## src/rtl/rx_fir_sequencer_pkg.sv

```systemverilog
// Shared receiver package: FIR sequencer state encoding and width helper.
package rx_fir_sequencer_pkg;

    typedef enum logic [1:0] {
        ST_IDLE,
        ST_RUN,
        ST_DRAIN,
        ST_DONE
    } fir_state_e;

    // ceil(log2(n)); exact for the power-of-two tap counts used here
    function automatic int fir_log2(input int n);
        int r;
        r = 0;
        for (int i = 0; i < 31; i++) begin
            if ((1 << i) < n) r = i + 1;
        end
        return r;
    endfunction

endpackage

```

## src/rtl/fir_tap_counter.sv

```systemverilog
// Loadable address counter pair: down counter walks the sample history
// backwards from the newest write, up counter walks coefficients from 0.
module fir_tap_counter #(
    parameter int AW = 8
) (
    input  logic          clk_i,
    input  logic          rst_i,
    input  logic          load_i,
    input  logic [AW-1:0] load_val_i,
    input  logic          step_i,
    output logic [AW-1:0] down_o,
    output logic [AW-1:0] up_o
);

    logic [AW-1:0] down_q, down_d;
    logic [AW-1:0] up_q, up_d;

    // next value: load wins over step, otherwise hold
    always_comb begin
        down_d = down_q;
        up_d   = up_q;
        if (load_i) begin
            down_d = load_val_i;
            up_d   = '0;
        end else if (step_i) begin
            down_d = down_q - 1'b1;
            up_d   = up_q + 1'b1;
        end
    end

    // counter registers
    always_ff @(posedge clk_i or posedge rst_i) begin
        if (rst_i) begin
            down_q <= '0;
            up_q   <= '0;
        end else begin
            down_q <= down_d;
            up_q   <= up_d;
        end
    end

    assign down_o = down_q;
    assign up_o   = up_q;

endmodule

```

## src/rtl/rx_fir_sequencer.sv

```systemverilog
// Decimating FIR sequencer: writes incoming CIC samples into a circular
// sample RAM and, every DECIMATION strobes, walks TAPS sample/coeff address
// pairs for an external MAC shared by the I and Q paths.
module rx_fir_sequencer
    import rx_fir_sequencer_pkg::*;
#(
    parameter int TAPS       = 256,
    parameter int DECIMATION = 2,
    parameter int RD_LATENCY = 1,
    localparam int AW        = fir_log2(TAPS)
) (
    input  logic          clk_i,
    input  logic          rst_i,
    input  logic          in_strobe_i,
    output logic          wr_en_o,
    output logic [AW-1:0] wr_addr_o,
    output logic [AW-1:0] rd_addr_o,
    output logic [AW-1:0] coeff_addr_o,
    output logic          mac_first_o,
    output logic          mac_en_o,
    output logic          out_strobe_o,
    output logic          busy_o,
    output logic          overrun_o
);

    localparam logic [3:0]    PH_LAST  = 4'(DECIMATION - 1);
    localparam logic [1:0]    DR_LAST  = 2'(RD_LATENCY - 1);
    localparam logic [AW-1:0] TAP_LAST = AW'(TAPS - 1);

    fir_state_e state_q, state_d;
    logic [AW-1:0] wr_addr_q;
    logic [3:0]    phase_q, phase_d;
    logic [1:0]    drain_q, drain_d;
    logic          overrun_q;
    logic          start_req;
    logic          load, step;
    logic          run_first;
    logic [RD_LATENCY-1:0] en_pipe_q, first_pipe_q;

    assign start_req = in_strobe_i && (phase_q == PH_LAST);
    assign phase_d   = (phase_q == PH_LAST) ? 4'd0 : phase_q + 4'd1;
    assign run_first = (state_q == ST_RUN) && (coeff_addr_o == '0);

    // next-state logic; addresses only move while in RUN
    always_comb begin
        state_d = state_q;
        drain_d = drain_q;
        load    = 1'b0;
        step    = 1'b0;
        case (state_q)
            ST_IDLE: begin
                if (start_req) begin
                    state_d = ST_RUN;
                    load    = 1'b1;
                end
            end
            ST_RUN: begin
                if (coeff_addr_o == TAP_LAST) begin
                    state_d = ST_DRAIN;
                    drain_d = '0;
                end else begin
                    step = 1'b1;
                end
            end
            ST_DRAIN: begin
                if (drain_q == DR_LAST) state_d = ST_DONE;
                else                    drain_d = drain_q + 2'd1;
            end
            ST_DONE:  state_d = ST_IDLE;
            default:  state_d = ST_IDLE;
        endcase
    end

    // state, write pointer, phase and sticky overrun
    always_ff @(posedge clk_i or posedge rst_i) begin
        if (rst_i) begin
            state_q   <= ST_IDLE;
            wr_addr_q <= '0;
            phase_q   <= '0;
            drain_q   <= '0;
            overrun_q <= 1'b0;
        end else begin
            state_q <= state_d;
            drain_q <= drain_d;
            if (in_strobe_i) begin
                wr_addr_q <= wr_addr_q + 1'b1;
                phase_q   <= phase_d;
            end
            // any start seen outside IDLE (including DONE) is dropped
            if (start_req && (state_q != ST_IDLE)) overrun_q <= 1'b1;
        end
    end

    // delay MAC controls by the memory read latency
    always_ff @(posedge clk_i or posedge rst_i) begin
        if (rst_i) begin
            en_pipe_q    <= '0;
            first_pipe_q <= '0;
        end else begin
            en_pipe_q[0]    <= (state_q == ST_RUN);
            first_pipe_q[0] <= run_first;
            for (int i = 1; i < RD_LATENCY; i++) begin
                en_pipe_q[i]    <= en_pipe_q[i-1];
                first_pipe_q[i] <= first_pipe_q[i-1];
            end
        end
    end

    fir_tap_counter #(.AW(AW)) u_tap_cnt (
        .clk_i      (clk_i),
        .rst_i      (rst_i),
        .load_i     (load),
        .load_val_i (wr_addr_q),
        .step_i     (step),
        .down_o     (rd_addr_o),
        .up_o       (coeff_addr_o)
    );

    assign wr_en_o      = in_strobe_i;
    assign wr_addr_o    = wr_addr_q;
    assign mac_en_o     = en_pipe_q[RD_LATENCY-1];
    assign mac_first_o  = first_pipe_q[RD_LATENCY-1];
    assign out_strobe_o = (state_q == ST_DONE);
    assign busy_o       = (state_q != ST_IDLE);
    assign overrun_o    = overrun_q;

endmodule

```

## config.mk

```make
export PLATFORM = sky130hd
export DESIGN_NAME = rx_fir_sequencer
export DESIGN_NICKNAME = d
export VERILOG_FILES = /design/src/rtl/rx_fir_sequencer_pkg.sv /design/src/rtl/fir_tap_counter.sv /design/src/rtl/rx_fir_sequencer.sv
export SDC_FILE = /design/constraint.sdc
export NUM_CORES = 1
export LEC_CHECK = 0
export ABC_AREA = 1
export CAP_MARGIN = 40
export CORE_MARGIN = 10
export CORE_UTILIZATION = 40
export DETAILED_ROUTE_END_ITERATION = 7
export REMOVE_ABC_BUFFERS = 1
export SYNTH_ARGS = -nofsm -noshare
export SYNTH_HDL_FRONTEND = slang
export SYNTH_SLANG_ARGS = --single-unit
```

## constraint.sdc

```tcl
create_clock -name clk_i -period 1.7 [get_ports clk_i]
set_input_delay 0.255 -clock clk_i [delete_from_list [all_inputs] [get_ports clk_i]]
set_output_delay 0.255 -clock clk_i [all_outputs]
set_load 0.02 [all_outputs]
```

# Word level (Yosys, flattened, before mapping)
# Cells that the tools add are included.
# W data, S select, Z words.
dict set report word_totals {
  reg_bits 35
  in_bits 3
  output_inout_bits 30
  word_cells 50
}
dict set report op_classes {
  n_mux 16
  eq_ne 9
  reduce_logical 11
  add_sub_neg 5
}
# op n
set op_table {}
lappend op_table {{$mux W8} 4}
lappend op_table {{$add A8 B1 Y8 const B} 2}
lappend op_table {{$mux W2} 5}
lappend op_table {{$eq A8 B8 Y1 const B} 1}
lappend op_table {{$logic_not A8 Y1} 1}
lappend op_table {{$ne A2 B2 Y1 const B} 4}
lappend op_table {{$pmux W2 S4} 1}
lappend op_table {{$sub A8 B1 Y8 const B} 1}
lappend op_table {{$reduce_and A3 Y1} 2}
lappend op_table {{$reduce_bool A2 Y1} 3}
lappend op_table {{$add A4 B1 Y4 const B} 1}
lappend op_table {{$eq A2 B2 Y1 const B} 2}
lappend op_table {{$eq A4 B1 Y1 const B} 1}
lappend op_table {{$logic_not A2 Y1} 2}
lappend op_table {{$mux W1} 4}
lappend op_table {{$mux W4} 1}
lappend op_table {{$pmux W2 S2} 1}
lappend op_table {{$logic_and A1 B1 Y1} 3}
lappend op_table {{$add A2 B1 Y2 const B} 1}
lappend op_table {{$eq A2 B1 Y1 const B} 1}

# Longest topological paths before layout
dict set report logic_depth {
  ltp_word 5
  mapped_depth 9
}

# By module
# From an unflattened synthesis, not the netlist that was laid out.
dict set report unflattened {
  hier_cells 236
  area_unflattened_um2 1950.6
}
# module instances area_per_inst_um2 cells_per_inst
set by_module_without_submodules {}
lappend by_module_without_submodules {rx_fir_sequencer 1 1019.7 110}
lappend by_module_without_submodules {fir_tap_counter 1 930.9 126}

# Least setup slack after synthesis
# OpenSTA, ideal clock, no wires.
dict set report synth_timing {
  path_type {reg2reg}
  from {register state_q[0]}
  to {register u_tap_cnt.down_q[7] (netlist: u_tap_cnt.down_o[7])}
  path_stages_with_launch 8
  setup_time_ps 124
  n_path_buf 0
  slack_ps 259
  arrival_time_ps 1317
  synth_period_minus_slack_ps 1441
  path_cell_list {dfrtp_1 inv_1 ha_1 inv_1 nor2_4 nor2_4 nand2_1 nand3_1}
}
dict set report synth_via {
  elab_chain_cells 3
  elab_cells_between_ends 6
}
# element line
set synth_rtl {}
lappend synth_rtl {{start: declaration} rx_fir_sequencer.sv:30} ;# fir_state_e state_q, state_d;
lappend synth_rtl {{start signal: assignment} rx_fir_sequencer.sv:83} ;# state_q <= state_d;
lappend synth_rtl {{$eq A2 B1 Y1 or $logic_not A2 Y1 (tied branches)} rx_fir_sequencer.sv:50} ;# case (state_q)
lappend synth_rtl {{$mux W1} rx_fir_sequencer.sv:50}
lappend synth_rtl {{$reduce_bool A2 Y1 (no line) or $mux W8 (tied branches)} --}
lappend synth_rtl {{end signal: assignment} fir_tap_counter.sv:37} ;# down_q <= down_d;
lappend synth_rtl {{end: declaration} fir_tap_counter.sv:15} ;# logic [AW-1:0] down_q, down_d;
# Several ways; a longest one is shown, not always the timed one.
# A chain may end at the register's enable or synchronous reset.

# Worst setup path in the final report
dict set report layout_timing {
  from {register u_tap_cnt.down_q[1] (netlist: u_tap_cnt.down_o[1])}
  to {output port rd_addr_o[1]}
}
# element line
set layout_rtl {}
lappend layout_rtl {{end: declaration} rx_fir_sequencer.sv:17} ;# output logic [AW-1:0] rd_addr_o,
# No word-level cell between the ends.

==> flow_summary.ini <==
[sta]
clock_skew_ns = 0.00488
finalMaxSlewViolations = 0
min_period_ns = 1.64
fmax_mhz = 610
setup_tns_ns = 0
rsz0062_at_grt = false
finalCritPeriodShare_pct = 96.5
hold_viol = 0
worstMarginPinSlew_ns = 0.445
setup_viol = 0
relSlewSlack_pct = 70.3
whs_ns = 0.351

[die]
std_cell_rows = 26
die_area_mm2 = 0.00842
initial_utilization_pct = 40.9
io_pins = 33
die_height_um = 91.8
core_area_mm2 = 0.00504
die_w_um = 91.8

[clock_tree]
cts.clk_slew.worst_paths_ns = 0.07
cts_tree = built
cts_buffers = 5
clock_latency_ns = 0.29
htree_levels = 2
clockRootBuffer = clkbuf_8
cts_sinks = 35
ctsHoldBuffers = 0
clockBufferDepth = 2

[power_and_ir_drop]
power.switching_mw = 1.86
p_clk_share_pct = 15.6
p_comb_share_pct = 52.0
p_leak_nw = 1.36
internal-power_mw = 2.42
seqPwrFrac_pct = 32.4
max-vdd-ir-drop_v = 0.000801
power_density_mw_per_mm2 = 1640
switching_share_pct = 43.5

[yosys]
netlist-cell-type-count = 28
avgSynthCellArea_um2 = 8.59
yosys.area_share.simple_pct = 34.1
netlist_instances = 240
synth_fa_ha_area_share_pct = 6.07
yosys.area_share.xor_xnor_pct = 6.38
synth-compound-area-share_pct = 2.19
yosysSeqAreaShare_pct = 42.5
ys_ff_latch = 35
synth_area_mm2 = 0.00206
synth_top_family_by_area = simple AND/OR/NAND/NOR gates
ys_warn_count = 0
synthMuxAreaShare_pct = 0

[detailed_routing]
drtIter0Drc = 46
drc_errors = 0
ant_nets = 0
num_vias = 1650
via_per_inst = 4.63
wl_per_cell_um = 12.1
drt-pass1-iter-count = 4
drt-total-wl_um = 4300

[critical_path]
regToRegSetupSlack_ns = 0.17
crit_chain = clkdlybuf4s50_1
r2r-start = u_tap_cnt.up_o[1]$_DFFE_PP0P_
cp-start-kind = register
crit_start = u_tap_cnt.down_o[1]$_DFFE_PP0P_
r2r-end = u_tap_cnt.up_o[0]$_DFFE_PP0P_
crit_arrival_ns = 1.39
end_kind = primary output
worstPathRequired_ns = 1.44
critPathKind = register to primary output
path_max_fanout = 4
crit_path_end = rd_addr_o[1]
worst_path_largest_cell_delay_ns = 0.65
worst-path-stages = 1
crit_buf_inv = 1
crit_slowest_cell = clkdlybuf4s50_1
cpLargestDelayFamily = buffers and inverters
reg2reg_depth = 8

[final_layout]
antenna_cells = 0
final_util_pct = 51.8
mostFrequentLayoutCells = nand2_1 (61), dfrtp_1 (35), inv_1 (33)
drive_above_1_share_pct = 12.9
layout_commonest_cell = nand2_1
area_growth_pct = 26.7
nNetsFinal = 298

[global_route]
grt_pass1_vias = 1702
grt_usage_pct = 11.0
grt_start_max_net_pins = 36
grt_pass1_wl_um = 7750
antenna_found_initial = 0
grt_overflow_total = 0

[run_status]
outcome = finished clean

[worst_hold_path]
hold_class = primary input to asynchronous set/reset pin

[placement]
hpwl_um = 3230
io_buffers = 32
gp_congestion = 0.834

[flow_run]
maxCapViolations = 0
## Yosys cell counts
master,n,area share (%)
xor2_1,13,5.5
nand2_4,3,1.6
nand3b_1,1,0.36
xnor2_1,2,0.85
clkinv_2,1,0.24
nor3_1,1,0.24
ha_1,10,6.1
o21a_1,1,0.36
nor2_1,13,2.4
nand3_2,4,1.9
nand2_8,1,0.97
or2_2,2,0.61
inv_1,33,6.0
nor2_4,5,2.7
nand2_2,1,0.30
clkinv_4,1,0.43
nand3_1,31,7.5
nand4_4,1,1.0
nand4_1,7,2.1
o21ai_0,2,0.49
nor4_1,1,0.30
nand3_4,1,0.85
o21ai_1,4,0.97
buf_12,1,0.97
nand2_1,61,11
o21bai_1,1,0.36
buf_4,3,1.1
dfrtp_1,35,43
## power by group through the flow
stage,clock network [mW],registers (mW),logic [mW]
global placement,0,1.40,2.26
floorplan,0,1.62,1.14
detailed placement,0,1.40,2.27
global route,0.725,1.44,2.52
finish,0.670,1.39,2.23
CTS,0.685,1.39,2.27
## routing by layer
metal | up-vias | track usage (%) | share of wire [%]
met2 | 34 | 16.1 | 42
met3 | 9 | 4.97 | 7.5
met4 | 0 | 4.37 | 2.0
met1 | 757 | 13.8 | 49
li1 | 850 | - | -
met5 | - | 0 | 0
## cell type report
cell class | instances | area (µm²)
fillers | 470 | 2430
well taps | 70 | 87.6
clock buffers | 8 | 100
inverters | 35 | 138
repair buffers | 42 | 405
flip-flops and latches | 35 | 876
multi-input cells | 166 | 1000
## worst min-delay path: cells and delay by family
kind / cells / cell delay [ns]
buffers and inverters: 3 / 0.82
## worst min path at each step
stage / slack, ns / depth (start not counted) / to / from
floorplan: 0.35 / 1 / wr_addr_o[0]$_DFFE_PP0P_ / in_strobe_i
global placement: 0.46 / 2 / drain_q[1]$_DFFE_PP0P_ / drain_q[1]$_DFFE_PP0P_
detailed placement: 0.46 / 2 / drain_q[1]$_DFFE_PP0P_ / drain_q[1]$_DFFE_PP0P_
CTS: 0.37 / 3 / phase_q[2]$_DFFE_PP0P_ / rst_i
global route: 0.40 / 3 / phase_q[2]$_DFFE_PP0P_ / rst_i
finish: 0.35 / 3 / phase_q[0]$_DFFE_PP0P_ / rst_i
## kinds of logic (layout without fill, tap and decap cells)
| kind of cell | after synthesis | count (layout) |
|---|---|---|
| flops | 35 | 35 |
| xor+xnor | 15 | 15 |
| fa+ha+maj | 10 | 10 |
| buf+inv | 39 | 85 |
| simple gates | 133 | 133 |
| compound gates | 8 | 8 |
## per-stage QoR
stage          total power, mW  area [µm²]  worst slack, ns  std cells
2_1_floorplan             2.76        2020            0.229        236
3_3_place_gp              3.66        2500            0.103        348
3_5_place_dp              3.68        2500           0.0655        348
4_1_cts                   4.35        2600           0.0256        356
5_1_grt                   4.68        2610         0.000962        356
6_report                  4.29        2610           0.0599        356
## registers in the layout, indices dropped and copies added (netlist names)
name              flops
drain_q               2
state_q               2
mac_first_o           1
mac_en_o              1
phase_q               4
wr_addr_o             8
u_tap_cnt.up_o        8
overrun_o             1
u_tap_cnt.down_o      8
## timing repair
| item | CTS | global route |
|---|---|---|
| resized for setup | 2 | 5 |
| buffers inserted | 0 | 0 |
| setup endpoints to repair | 2 | 5 |
| endpoints found under the hold margin | 0 | 0 |
Note: power is estimated with default switching activity, not from simulation.
